### config.mk
export PLATFORM = sky130hd
export DESIGN_NAME = pcie_vc_switch
export DESIGN_NICKNAME = d
export VERILOG_FILES = /design/src/rtl/pcie_vc_switch.sv
export SDC_FILE = /design/constraint.sdc
export NUM_CORES = 1
export LEC_CHECK = 0
export ABC_AREA = 1
export CORE_MARGIN = 10
export CORE_UTILIZATION = 35
export CTS_BUF_LIST = sky130_fd_sc_hd__clkbuf_4
export DETAILED_ROUTE_END_ITERATION = 7
export GPL_TIMING_DRIVEN = 0
export PLACE_DENSITY = 0.61
export SETUP_SLACK_MARGIN = 0.15
export SYNTH_ARGS = -nofsm -noshare
export SYNTH_HDL_FRONTEND = slang
export SYNTH_SLANG_ARGS = --single-unit
### constraint.sdc
create_clock -name clk -period 9.15 [get_ports clk]
set_input_delay 1.83 -clock clk [delete_from_list [all_inputs] [get_ports clk]]
set_output_delay 1.83 -clock clk [all_outputs]
set_load 0.03 [all_outputs]
### src/rtl/pcie_vc_switch.sv
// rtl/pcie_vc_switch.sv - NUM_VC virtual-channel to NUM_DEST destination switch with control FSM
// Define VC_STRICT_PRIO_EN for fixed lowest-index-first arbitration instead of round-robin.
module pcie_vc_switch #(
    parameter int WORD_SIZE = 6,
    parameter int NUM_VC    = 4,
    parameter int NUM_DEST  = 4,
    parameter int VC_DEPTH  = 16,
    parameter int D_DEPTH   = 4,
    parameter int PTR_L     = 5
) (
    input  logic                          clk,
    input  logic                          reset,
    input  logic                          init,
    input  logic [PTR_L-1:0]              umbral_V_full,
    input  logic [PTR_L-1:0]              umbral_D_full,
    input  logic [WORD_SIZE-1:0]          data_in,
    input  logic                          push_data_in,
    output logic                          input_pause,
    input  logic [NUM_DEST-1:0]           pop_D,
    output logic [NUM_DEST*WORD_SIZE-1:0] data_out,
    output logic [NUM_DEST-1:0]           d_empty,
    output logic [NUM_VC+NUM_DEST-1:0]    errors,
    output logic                          error_out,
    output logic                          active_out,
    output logic                          idle_out,
    output logic [2:0]                    state
);
    localparam int VC_W   = $clog2(NUM_VC);
    localparam int DEST_W = $clog2(NUM_DEST);
    localparam int VA_W   = (VC_DEPTH > 1) ? $clog2(VC_DEPTH) : 1;
    localparam int DA_W   = (D_DEPTH > 1) ? $clog2(D_DEPTH) : 1;
    localparam logic [PTR_L-1:0] VC_FULL = PTR_L'(VC_DEPTH);
    localparam logic [PTR_L-1:0] D_FULL  = PTR_L'(D_DEPTH);

    localparam logic [2:0] ST_RESET  = 3'd0;
    localparam logic [2:0] ST_INIT   = 3'd1;
    localparam logic [2:0] ST_IDLE   = 3'd2;
    localparam logic [2:0] ST_ACTIVE = 3'd3;
    localparam logic [2:0] ST_ERROR  = 3'd4;

    logic [2:0]           state_nxt;
    logic [WORD_SIZE-1:0] vc_mem     [NUM_VC][VC_DEPTH];
    logic [VA_W-1:0]      vc_rd      [NUM_VC];
    logic [VA_W-1:0]      vc_wr      [NUM_VC];
    logic [PTR_L-1:0]     vc_cnt     [NUM_VC];
    logic [PTR_L-1:0]     vc_cnt_nxt [NUM_VC];
    logic [WORD_SIZE-1:0] vc_head    [NUM_VC];
    logic [WORD_SIZE-1:0] d_mem      [NUM_DEST][D_DEPTH];
    logic [DA_W-1:0]      d_rd       [NUM_DEST];
    logic [DA_W-1:0]      d_wr       [NUM_DEST];
    logic [PTR_L-1:0]     d_cnt      [NUM_DEST];
    logic [PTR_L-1:0]     d_cnt_nxt  [NUM_DEST];

    logic [PTR_L-1:0]     v_thr, d_thr, v_thr_in, d_thr_in, v_thr_nxt;
    logic [NUM_VC-1:0]    vc_we, vc_re, eligible;
    logic [NUM_DEST-1:0]  d_we, d_re;
    logic                 gnt_valid;
    logic [VC_W-1:0]      gnt_vc, scan_idx;
    logic [WORD_SIZE-1:0] gnt_word;
    logic [DEST_W-1:0]    gnt_dest;
    logic [NUM_VC+NUM_DEST-1:0] err_set;
    logic                 run, push_ok, any_busy, pause_nxt;
    logic [VC_W-1:0]      push_vc;
`ifndef VC_STRICT_PRIO_EN
    logic [VC_W-1:0]      rr_ptr;
`endif

    function automatic logic [VA_W-1:0] vc_inc(input logic [VA_W-1:0] p);
        return (p == VA_W'(VC_DEPTH - 1)) ? '0 : p + VA_W'(1);
    endfunction

    function automatic logic [DA_W-1:0] d_inc(input logic [DA_W-1:0] p);
        return (p == DA_W'(D_DEPTH - 1)) ? '0 : p + DA_W'(1);
    endfunction

    assign run      = (state == ST_IDLE) || (state == ST_ACTIVE);
    assign push_ok  = push_data_in && (run || (state == ST_INIT));
    assign push_vc  = data_in[WORD_SIZE-1 -: VC_W];
    // Zero or out-of-range thresholds collapse to the FIFO depth.
    assign v_thr_in = (umbral_V_full == '0 || umbral_V_full > VC_FULL) ? VC_FULL : umbral_V_full;
    assign d_thr_in = (umbral_D_full == '0 || umbral_D_full > D_FULL) ? D_FULL : umbral_D_full;
    assign v_thr_nxt = (state == ST_INIT) ? v_thr_in : v_thr;

    always_comb begin
        for (int i = 0; i < NUM_VC; i++) begin
            vc_head[i]  = vc_mem[i][vc_rd[i]];
            eligible[i] = (vc_cnt[i] != '0) && (d_cnt[vc_head[i][DEST_W-1:0]] < d_thr);
        end
    end

    // Descending scan so the lowest search offset wins.
    always_comb begin
        gnt_valid = 1'b0;
        gnt_vc    = '0;
        scan_idx  = '0;
        for (int k = NUM_VC - 1; k >= 0; k--) begin
`ifdef VC_STRICT_PRIO_EN
            scan_idx = VC_W'(k);
`else
            scan_idx = rr_ptr + VC_W'(k);
`endif
            if (run && eligible[scan_idx]) begin
                gnt_valid = 1'b1;
                gnt_vc    = scan_idx;
            end
        end
    end

    assign gnt_word = vc_head[gnt_vc];
    assign gnt_dest = gnt_word[DEST_W-1:0];

    always_comb begin
        err_set   = '0;
        any_busy  = 1'b0;
        pause_nxt = 1'b0;
        for (int i = 0; i < NUM_VC; i++) begin
            vc_re[i] = gnt_valid && (gnt_vc == VC_W'(i));
            vc_we[i] = push_ok && (push_vc == VC_W'(i)) && (vc_cnt[i] != VC_FULL);
            if (push_ok && (push_vc == VC_W'(i)) && (vc_cnt[i] == VC_FULL))
                err_set[i] = 1'b1;
            vc_cnt_nxt[i] = vc_cnt[i] + PTR_L'(vc_we[i]) - PTR_L'(vc_re[i]);
            if (vc_cnt[i] != '0)
                any_busy = 1'b1;
            if ((v_thr_nxt != '0) && (vc_cnt_nxt[i] >= v_thr_nxt))
                pause_nxt = 1'b1;
        end
        for (int j = 0; j < NUM_DEST; j++) begin
            d_we[j] = gnt_valid && (gnt_dest == DEST_W'(j)) && (d_cnt[j] != D_FULL);
            d_re[j] = pop_D[j] && (d_cnt[j] != '0);
            if ((gnt_valid && (gnt_dest == DEST_W'(j)) && (d_cnt[j] == D_FULL)) ||
                (pop_D[j] && (d_cnt[j] == '0)))
                err_set[NUM_VC+j] = 1'b1;
            d_cnt_nxt[j] = d_cnt[j] + PTR_L'(d_we[j]) - PTR_L'(d_re[j]);
            if (d_cnt[j] != '0)
                any_busy = 1'b1;
        end
    end

    always_ff @(posedge clk) begin
        if (reset)
            state <= ST_RESET;
        else
            state <= state_nxt;
    end

    always_comb begin
        state_nxt = state;
        case (state)
            ST_RESET:  state_nxt = ST_INIT;
            ST_INIT:   state_nxt = init ? ST_INIT : ST_IDLE;
            ST_IDLE, ST_ACTIVE: begin
                if (err_set != '0)
                    state_nxt = ST_ERROR;
                else if (init)
                    state_nxt = ST_INIT;
                else
                    state_nxt = any_busy ? ST_ACTIVE : ST_IDLE;
            end
            ST_ERROR:  state_nxt = ST_ERROR;
            default:   state_nxt = ST_RESET;
        endcase
    end

    always_comb begin
        error_out  = (state == ST_ERROR);
        active_out = (state == ST_ACTIVE);
        idle_out   = (state == ST_IDLE);
    end

    always_ff @(posedge clk) begin
        if (reset) begin
            v_thr       <= '0;
            d_thr       <= '0;
            errors      <= '0;
            input_pause <= 1'b0;
`ifndef VC_STRICT_PRIO_EN
            rr_ptr      <= '0;
`endif
            for (int i = 0; i < NUM_VC; i++) begin
                vc_rd[i]  <= '0;
                vc_wr[i]  <= '0;
                vc_cnt[i] <= '0;
            end
            for (int j = 0; j < NUM_DEST; j++) begin
                d_rd[j]  <= '0;
                d_wr[j]  <= '0;
                d_cnt[j] <= '0;
            end
        end else begin
            if (state == ST_INIT) begin
                v_thr <= v_thr_in;
                d_thr <= d_thr_in;
            end
            errors      <= errors | err_set;
            input_pause <= pause_nxt;
`ifndef VC_STRICT_PRIO_EN
            if (gnt_valid)
                rr_ptr <= gnt_vc + VC_W'(1);
`endif
            for (int i = 0; i < NUM_VC; i++) begin
                if (vc_we[i])
                    vc_wr[i] <= vc_inc(vc_wr[i]);
                if (vc_re[i])
                    vc_rd[i] <= vc_inc(vc_rd[i]);
                vc_cnt[i] <= vc_cnt_nxt[i];
            end
            for (int j = 0; j < NUM_DEST; j++) begin
                if (d_we[j])
                    d_wr[j] <= d_inc(d_wr[j]);
                if (d_re[j])
                    d_rd[j] <= d_inc(d_rd[j]);
                d_cnt[j] <= d_cnt_nxt[j];
            end
        end
    end

    // Storage needs no reset: empty FIFOs never expose their contents.
    always_ff @(posedge clk) begin
        for (int i = 0; i < NUM_VC; i++)
            if (vc_we[i])
                vc_mem[i][vc_wr[i]] <= data_in;
        for (int j = 0; j < NUM_DEST; j++)
            if (d_we[j])
                d_mem[j][d_wr[j]] <= gnt_word;
    end

    always_comb begin
        for (int j = 0; j < NUM_DEST; j++) begin
            d_empty[j] = (d_cnt[j] == '0);
            data_out[j*WORD_SIZE +: WORD_SIZE] = (d_cnt[j] == '0) ? '0 : d_mem[j][d_rd[j]];
        end
    end

endmodule

After elaboration in Yosys (flattened, before gate mapping)
Memories as Yosys holds them, arrays and structs flattened.
Cells that the tools add are included.
{ "classes": {"n_mux": 208, "magnitude_cmp": 39, "n_eq_ne": 45, "n_addsub": 36, "n_reduce_logical": 92, "n_bitwise": 42} }
{ "op_table": {"columns": ["cell", "count"], "rows": [
  ["two-way mux 96 bit", 10],
  ["OR reduction 96 bit", 3],
  ["two-way mux 24 bit", 10],
  ["two-way mux 6 bit", 30],
  ["binary-select mux 6 bit (select 4 bit)", 4],
  ["demux 6 bit (select 4 bit)", 4],
  ["two-way mux 1 bit", 80],
  ["OR reduction 24 bit", 3],
  ["two-way mux 4 bit", 16],
  ["binary-select mux 6 bit (select 2 bit)", 5],
  ["logical AND 1 bit", 57],
  ["two-way mux 2 bit", 28],
  ["two-way mux 5 bit", 11],
  ["demux 6 bit (select 2 bit)", 4],
  ["nonzero test 5 bit", 9],
  ["adder 5 x 1 -> 5 bit", 8],
  [">= comparator 5 bit, second input constant", 8],
  ["inverter 4 -> 5 bit", 8],
  ["subtractor 5 x 1 -> 5 bit", 8],
  ["adder 4 x 1 -> 4 bit, second input constant", 8],
  ["equality test 4 bit, second input constant", 8],
  ["zero test 5 bit", 6],
  ["equality test 2 bit, second input constant", 14],
  [">= comparator 3 bit, second input constant", 9],
  ["28 further kinds", 111]
]} }
{ "totals": {"wordCells": 476, "reg_bits": 24, "n_memories": 8, "mem_bits_rw": 568, "inputBits": 24} }
{ "mem_list": {"columns": ["name", "depth", "width", "rd", "rd_ports_with_merged_regs", "wr", "line", "text"], "rows": [
  ["vc_mem", 4, 96, 4, 0, 1, "42", "logic [WORD_SIZE-1:0] vc_mem [NUM_VC][VC_DEPTH];"],
  ["d_mem", 4, 24, 4, 0, 1, "48", "logic [WORD_SIZE-1:0] d_mem [NUM_DEST][D_DEPTH];"],
  ["d_cnt", 4, 5, 8, 0, 4, "51", "logic [PTR_L-1:0] d_cnt [NUM_DEST];"],
  ["vc_cnt", 4, 5, 4, 0, 4, "45", "logic [PTR_L-1:0] vc_cnt [NUM_VC];"],
  ["vc_rd", 4, 4, 4, 0, 4, "43", "logic [VA_W-1:0] vc_rd [NUM_VC];"],
  ["vc_wr", 4, 4, 4, 0, 4, "44", "logic [VA_W-1:0] vc_wr [NUM_VC];"],
  ["+2 memories", null, null, null, null, null, null, null]
]} }

Logic depth before layout (Yosys ltp)
Gate-level depths: netlist of run 1.
An unclocked memory read counts as a cell.
{ "logic_depth": {"word_depth": 28, "mapped_depth": 44, "depth_no_buf": 41} }

Worst setup path before layout of run 1
No wires, ideal clock.
{ "synth_path": {"path_type": "register -> register", "from": "memory vc_rd[2][1] (netlist bit)", "to": "register input_pause", "path_stages_with_launch": 40, "required_ns": 9.017, "setup_time_ns": 0.133, "t_arrival_ns": 5.893, "slack_ns": 3.124, "synth_period_minus_slack_ns": 6.026, "cell_sequence": "edfxtp_1 buf_4 inv_1 buf_4 nand2_1 nand3_1 nand3_1 nand2_2 clkbuf_1 a21oi_1 o21ai_0 o21ai_0 ha_1 nand2_1 nor2_1 a2111oi_0 nand3_2 nand3_1 (+4 left out) nand2_2 nand2_2 clkbuf_1 ha_1 nand2_1 inv_1 ha_1 inv_1 ha_1 fa_1 ha_1 a21boi_0 o21a_1 o21a_1 o21ai_0 o21ai_0 a21oi_1 a311oi_1"} }
{ "synth_rtl": {"columns": ["item", "line", "text"], "rows": [
  ["start, declared", "43", null],
  ["end signal, assigned", "195", "input_pause <= pause_nxt;"],
  ["end, declared", "18", "output logic input_pause,"]
]} }

==> run metrics, run 1 <==
io pins=67; adder-cell share of the synthesized area=0.06394; port buffer count=66; Die H=301.6 um; count of nets after finishing=3060; Post-Synth XOR/XNOR Area=0.01042; Max Cap Viol=0; initial antenna violation count=1; Max Root-Sink Buffers=3; setup TNS=0 ns; CP required=9.97 ns; ys async rst share=0; status=completed; worst min path class=reg -> reg; top cell family by delay on the critical path=simple AND/OR/NAND/NOR gates; CP Class=reg -> reg; DRT iter0 DRCs=1658; grt total ovfl=0; Die ar.=90940 um2; Critical Path Stages=38; Mapped Area=27750 um2; slowest stage delay, CP=0.58 ns; Post-Syn Nets=2831; clk_skew=0.05826 ns; drt drc=0; Post-synth EDFFs=528; final period utilization=0.8133; reg2reg path depth=38; Hold Path Depth=2; sequential share of the synthesized area=0.6175; Pwr Density=245.5 nW/um2; Post-CTS Setup Bufs=0; Worst Path Arrival=8.26 ns; simple-gate portion of the synthesized area=0.1589; share of layout cells above drive strength 1=0.1176; synth unique cells=45; average routed wire per standard cell=16.92 um; DR pass1 iterations=6; Root Driver=clkbuf_4; Via Count=19970; TritonCTS Buffers=155; Seq cells post-synth=592; post-synth top area cell=edfxtp_1; hold buffers post-CTS=0; Resize count post-CTS=0; first-pass GRT wire length=106100 um; cell type of the slowest stage on the worst timing path=a2111oi_0; fin. max-slew vios=0; Post-synth top flop=edfxtp_1; GRT Total Usage=0.1493; via/cell ratio=4.918; Die X=301.6 um; depth of the CTS H-tree=4; Cell Rows=103; yosys warns=0; CP max FO=11; dpl cells=3792; Final Wtd Congestion=0.8617; clk sink count=592; vias in the first global route=19386; Fmax=134.4 MHz; CP bufs+invs=5; share of the synthesized area in the top cell type=0.5714; antenna viol nets, final=0; CTS tree=built; final WL=68700 um; unrepaired setup endpoints after global routing=false; Power, Total=7.790 mW; final critical-path required period=7.442 ns; hold_ws=0.4762 ns; post-synthesis compound-gate area fraction=0.09352; Layout area overhead=14.37%; final setup fails=0; Final Util=0.4030; VDD IR max=0.1310 mV; endpoint type of the worst setup path=register; Post-DP HPWL=47160 um; Clock Pin Slew Worst Setup and Hold Paths=0.07 ns; syn avg cell area=10.39 um2; Slew @ Worst Pin=1.031 ns; Initial Util=0.3524; largest net degree at the start of global routing=53; most used cell, CP=nand2_1; Lkg Pwr=12.17 nW; CP startpoint kind=register; Finished Layout Cells=4061; Core Area=78740 um2; mux contribution to synthesized area=0; Synth Instances=2670; Rel. slew slack=0.3125; top post-synthesis cells by area=edfxtp_1 (57%), nor2_1 (6.8%), ha_1 (5.8%); clk_lat worst skew=1.00 ns; Final Hold Fails=0; largest family of logic cells by synthesized area=simple AND/OR/NAND/NOR gates
-- power breakdown --
| part | internal (mW) | leakage [nW] | switching [mW] | total (mW) |
|---|---|---|---|---|
| combinational | 0.731 | 5.66 | 1.50 | 2.23 |
| clock | 1.18 | 1.16 | 1.08 | 2.26 |
| sequential | 3.17 | 5.34 | 0.133 | 3.30 |
| total | 5.08 | 12.2 | 2.71 | 7.79 |
-- state kept, by name, indices dropped and copies added, names as in the netlist --
name and count:
vc_cnt 20, errors 8, vc_mem 384, d_rd 8, v_thr 5, d_wr 8, d_mem 96, rr_ptr 2
vc_wr 16, input_pause 1, d_cnt 20, d_thr 5, vc_rd 16, state 3
-- cells in the mapped netlist (2+ instances only) --
library cell / instances
o21ai_1: 2
a21oi_1: 81
nand3b_1: 2
inv_2: 20
a32o_1: 4
nor4_1: 7
buf_6: 4
dfxtp_1: 64
o21bai_1: 8
buf_4: 11
xnor2_1: 13
a221oi_1: 17
a21boi_0: 3
nor2_4: 4
nand3_2: 12
nand3_1: 145
xor2_1: 20
nor2_1: 505
clkbuf_1: 51
nand4_1: 14
inv_1: 266
nand2_4: 2
o22ai_1: 48
nand2_1: 326
nor3_1: 19
buf_1: 6
clkinv_1: 6
o21ai_0: 271
inv_4: 2
fa_1: 8
edfxtp_1: 528
a211oi_1: 7
buf_2: 19
nand2_2: 9
nor2_2: 5
a31oi_1: 16
a2111oi_0: 3
a21oi_2: 3
ha_1: 129
o21a_1: 5
-- path summary, 6_finish.rpt --
| kind | start | end | slack, ns |
|---|---|---|---|
| worst max-delay path | vc_rd[3][0] | input_pause | 1.71 |
| worst min-delay path | errors[1] | errors[1] | 0.48 |
| worst max register to register | vc_rd[3][0] | input_pause | 1.71 |
| worst min register to register | errors[1] | errors[1] | 0.48 |
-- metrics by stage --
| step | cell area (um2) | worst slack, ns |
|---|---|---|
| 5_1_grt | 31740 | 1.026 |
| 3_5_place_dp | 29810 | 1.706 |
| 3_3_place_gp | 29720 | 1.490 |
| 4_1_cts | 31730 | 1.723 |
| 2_1_floorplan | 27750 | 3.124 |
| 6_report | 31740 | 1.708 |
-- cell families (layout without fill, tap and decap cells) --
kind of cell / count (synthesis) / in the layout
xor gates and xnor gates: 33 / 33
DFF: 592 / 592
buffers and inverters: 385 / 724
adders and majority gates: 137 / 137
other: 0 / 2
AOI/OAI and AO/OA: 469 / 469
and+or+nand+nor: 1054 / 1054
-- cells in the final DEF (no fill, tap or decap), types with 7 or more instances in the layout --
master / synthesis / layout
a211oi_1: 7 / 7
a21oi_1: 81 / 81
a221oi_1: 17 / 17
a31oi_1: 16 / 16
buf_2: 19 / 25
buf_4: 11 / 11
clkbuf_1: 51 / 51
clkbuf_4: 0 / 231
clkdlybuf4s50_1: 0 / 60
clkinv_1: 6 / 25
dfxtp_1: 64 / 64
edfxtp_1: 528 / 528
fa_1: 8 / 8
ha_1: 129 / 129
inv_1: 266 / 266
inv_2: 20 / 28
nand2_1: 326 / 326
nand2_2: 9 / 9
nand3_1: 145 / 145
nand3_2: 12 / 12
nand4_1: 14 / 14
nor2_1: 505 / 505
nor3_1: 19 / 19
nor4_1: 7 / 7
o21ai_0: 271 / 271
o21bai_1: 8 / 8
o22ai_1: 48 / 48
xnor2_1: 13 / 13
xor2_1: 20 / 20
-- area by class of cell --
| type | instances | area [um2] |
|---|---|---|
| Buffer | 91 | 436.7 |
| Clock buffer | 231 | 1734 |
| Timing Repair Buffer | 72 | 750.7 |
| Clock inverter | 36 | 182.7 |
| Antenna cell | 2 | 5.005 |
| Inverter | 294 | 1109 |
| Fill cell | 7687 | 47010 |
| Tap cell | 1050 | 1314 |
| Multi-Input combinational cell | 1693 | 9067 |
| Sequential cell | 592 | 17140 |
-- layer usage --
layer / vias up / wire (um) / global-route usage
met4: 0 / 1486 / 0.05529
met2: 583 / 32100 / 0.2402
met3: 114 / 3880 / 0.03018
met5: - / 0 / 0
met1: 9523 / 31240 / 0.1970
li1: 9750 / - / -
-- worst register-to-register path: cells and delay by family, from the launching register on --
kind                       cells  cell delay, ns
and+or+nand+nor               16            2.04
AOI/OAI and AO/OA             11            1.87
adders and majority gates      6            1.70
buffers and inverters          5            1.20
DFF                            1            0.51
Power figures use the tool's default switching activity.
==> run 2: changes to the inputs <==
--- a/config.mk
+++ b/config.mk
@@ -11,7 +11,7 @@
 export CTS_BUF_LIST = sky130_fd_sc_hd__clkbuf_4
 export DETAILED_ROUTE_END_ITERATION = 7
 export GPL_TIMING_DRIVEN = 0
-export PLACE_DENSITY = 0.61
+export PLACE_DENSITY = 0.63
 export SETUP_SLACK_MARGIN = 0.15
 export SYNTH_ARGS = -nofsm -noshare
 export SYNTH_HDL_FRONTEND = slang
==> constraint.sdc (replaced) <==
create_clock -name clk -period 6.1 [get_ports clk]
set_input_delay 1.22 -clock clk [delete_from_list [all_inputs] [get_ports clk]]
set_output_delay 1.22 -clock clk [all_outputs]
set_load 0.03 [all_outputs]
==> run metrics, run 2 (synthesized netlist as in run 1, its figures left out) <==
DRT iter0 DRCs=1473; Worst Hold End=errors[1]; Post-DP HPWL=46620 um; depth of the CTS H-tree=4; Via Count=20240; initial antenna violation count=3; commonest non-fill, non-tap cell in the layout=edfxtp_1; Layout area overhead=18.76%; average routed wire per standard cell=16.80 um; final critical-path required period=6.128 ns; Max Cap Viol=0; cell type of the slowest stage on the worst timing path=edfxtp_1; Die X=301.6 um; share of layout cells above drive strength 1=0.1636; Lkg Pwr=12.61 nW; slowest stage delay, CP=0.47 ns; Fmax=163.2 MHz; antenna viol nets, final=0; Hold Path Depth=2; gr busiest metal=met2; Die ar.=90940 um2; CP Class=reg -> reg; VDD IR max=0.1767 mV; Final Util=0.4185; Rel. slew slack=0.3343; grt total ovfl=0; Final Hold Fails=0; clk_lat worst skew=0.98 ns; Slew @ Worst Pin=0.9985 ns; Core Area=78740 um2; Worst Path Arrival=6.94 ns; global routing usage on met2=0.2392; dpl cells=3792; final period utilization=1.005; Clock power frac=0.282; worst setup margin=-0.02838 ns; clk sink count=592; port buffer count=66; clk_skew=0.05668 ns; CP required=6.91 ns; hold_ws=0.4752 ns; internal power=7.930 mW; final WL=69240 um; Max Root-Sink Buffers=3; GRT Total Usage=0.1483; setup TNS=-0.02838 ns; failing checks=negative setup slack; fin. max-slew vios=0; worst min path class=reg -> reg; fillcell total=7417; largest net degree at the start of global routing=53; Pwr Density=368.6 nW/um2; Combinational Power Share=0.310; vias in the first global route=19612; R2R setup slack=-0.03 ns; Die H=301.6 um; count of nets after finishing=3121; Net Sw Power=4.217 mW; TritonCTS Buffers=151; unrepaired setup endpoints after global routing=true; Final Wtd Congestion=0.8947; most used cell, CP=nand2_1; RR Startpoint=vc_rd[0][0]; DR pass1 iterations=5; CTS tree=built; Cell Rows=103; first-pass GRT wire length=105800 um; Initial Util=0.3524; Setup WS pre-CTS=-1.240 ns; hold path start=errors[1]; Clock Pin Slew Worst Setup and Hold Paths=0.06 ns; GRT met3 Usage=0.03829; status=finished, violations left; share of power burned in registers=0.408; final setup fails=1; most frequent cells in the layout=edfxtp_1 (528), nor2_1 (497), nand2_1 (310); Root Driver=clkbuf_4; endpoint type of the worst setup path=register; CP max FO=10; Finished Layout Cells=4121; CP startpoint kind=register; drt drc=0; Net Sw Frac=0.3472; via/cell ratio=4.911; RR Endpoint=input_pause; io pins=67; GRT met1 Usage=0.1890; max reg flops=384; reg2reg path depth=39
## run 2: cell types whose count changed in the layout (fill, tap and decap cells not counted), moves of 15 or more
cell and change:
buf_4 +53, buf_6 +18, nand2_1 -16, nand3_1 -15, o21ai_0 -30, o21ai_1 +23
## run 2: metal layers
layer | vias to the layer above | wire (um)
met5 | - | 0
met4 | 0 | 1586
met3 | 127 | 5285
met2 | 653 | 32580
met1 | 9583 | 29790
li1 | 9877 | -
## run 2: per-stage QoR
step / power [mW] / instance area [um2]
floorplan: 7.170 / 27750
global placement: 8.297 / 29720
detailed placement: 8.354 / 29810
CTS: 11.95 / 32310
global route: 12.88 / 32950
finish: 12.15 / 32960
## run 2: area by class of cell
type	instances	area, um2	share of cell area
Buffer	91	573.1	0.01739
Clock inverter	36	247.7	0.007517
Multi-Input combinational cell	1694	9597	0.2912
Sequential cell	592	17140	0.5200
Inverter	294	1131	0.03432
Antenna cell	3	7.507	0.0002278
Clock buffer	225	1689	0.05125
Timing Repair inverter	1	7.507	0.0002278
Tap cell	1050	1314	0.03986
Timing Repair Buffer	135	1252	0.03800
## run 2: how the worst max path moves through the flow
stage | startpoint | endpoint | slack, ns | cells past startpoint
final | vc_rd[0][0] | input_pause | -0.03 | 39
after global routing | vc_rd[0][0] | input_pause | -0.35 | 39
after global placement | vc_rd[0][0] | input_pause | -1.20 | 40
after detailed placement | vc_rd[0][0] | input_pause | -1.24 | 40
after floorplan | vc_rd[2][1] | input_pause | 0.20 | 37
after CTS | vc_rd[3][0] | input_pause | -0.001 | 42
## run 2: power by group through the flow
| stage | combinational (mW) | clock (mW) | sequential [mW] |
|---|---|---|---|
| final | 3.77 | 3.42 | 4.96 |
| after global routing | 4.19 | 3.72 | 4.98 |
| after CTS | 3.50 | 3.50 | 4.95 |
| after detailed placement | 3.32 | 0 | 5.03 |
| after global placement | 3.26 | 0 | 5.04 |
| after floorplan | 2.18 | 0 | 4.99 |
## run 2: what timing repair did
action	4_1_cts	5_1_grt
setup buffers	34	24
endpoints found under the setup margin	28	10
hold buffers	0	0
pin swaps	37	63
cloned	3	4
resized for setup	95	125
## run 2: critical path: cells and delay by family, from the launching register on
kind / cells / cell delay (ns)
and+or+nand+nor: 16 / 1.54
buffers and inverters: 7 / 0.82
AOI/OAI and AO/OA: 10 / 1.59
adders and majority gates: 6 / 1.57
DFF: 1 / 0.47
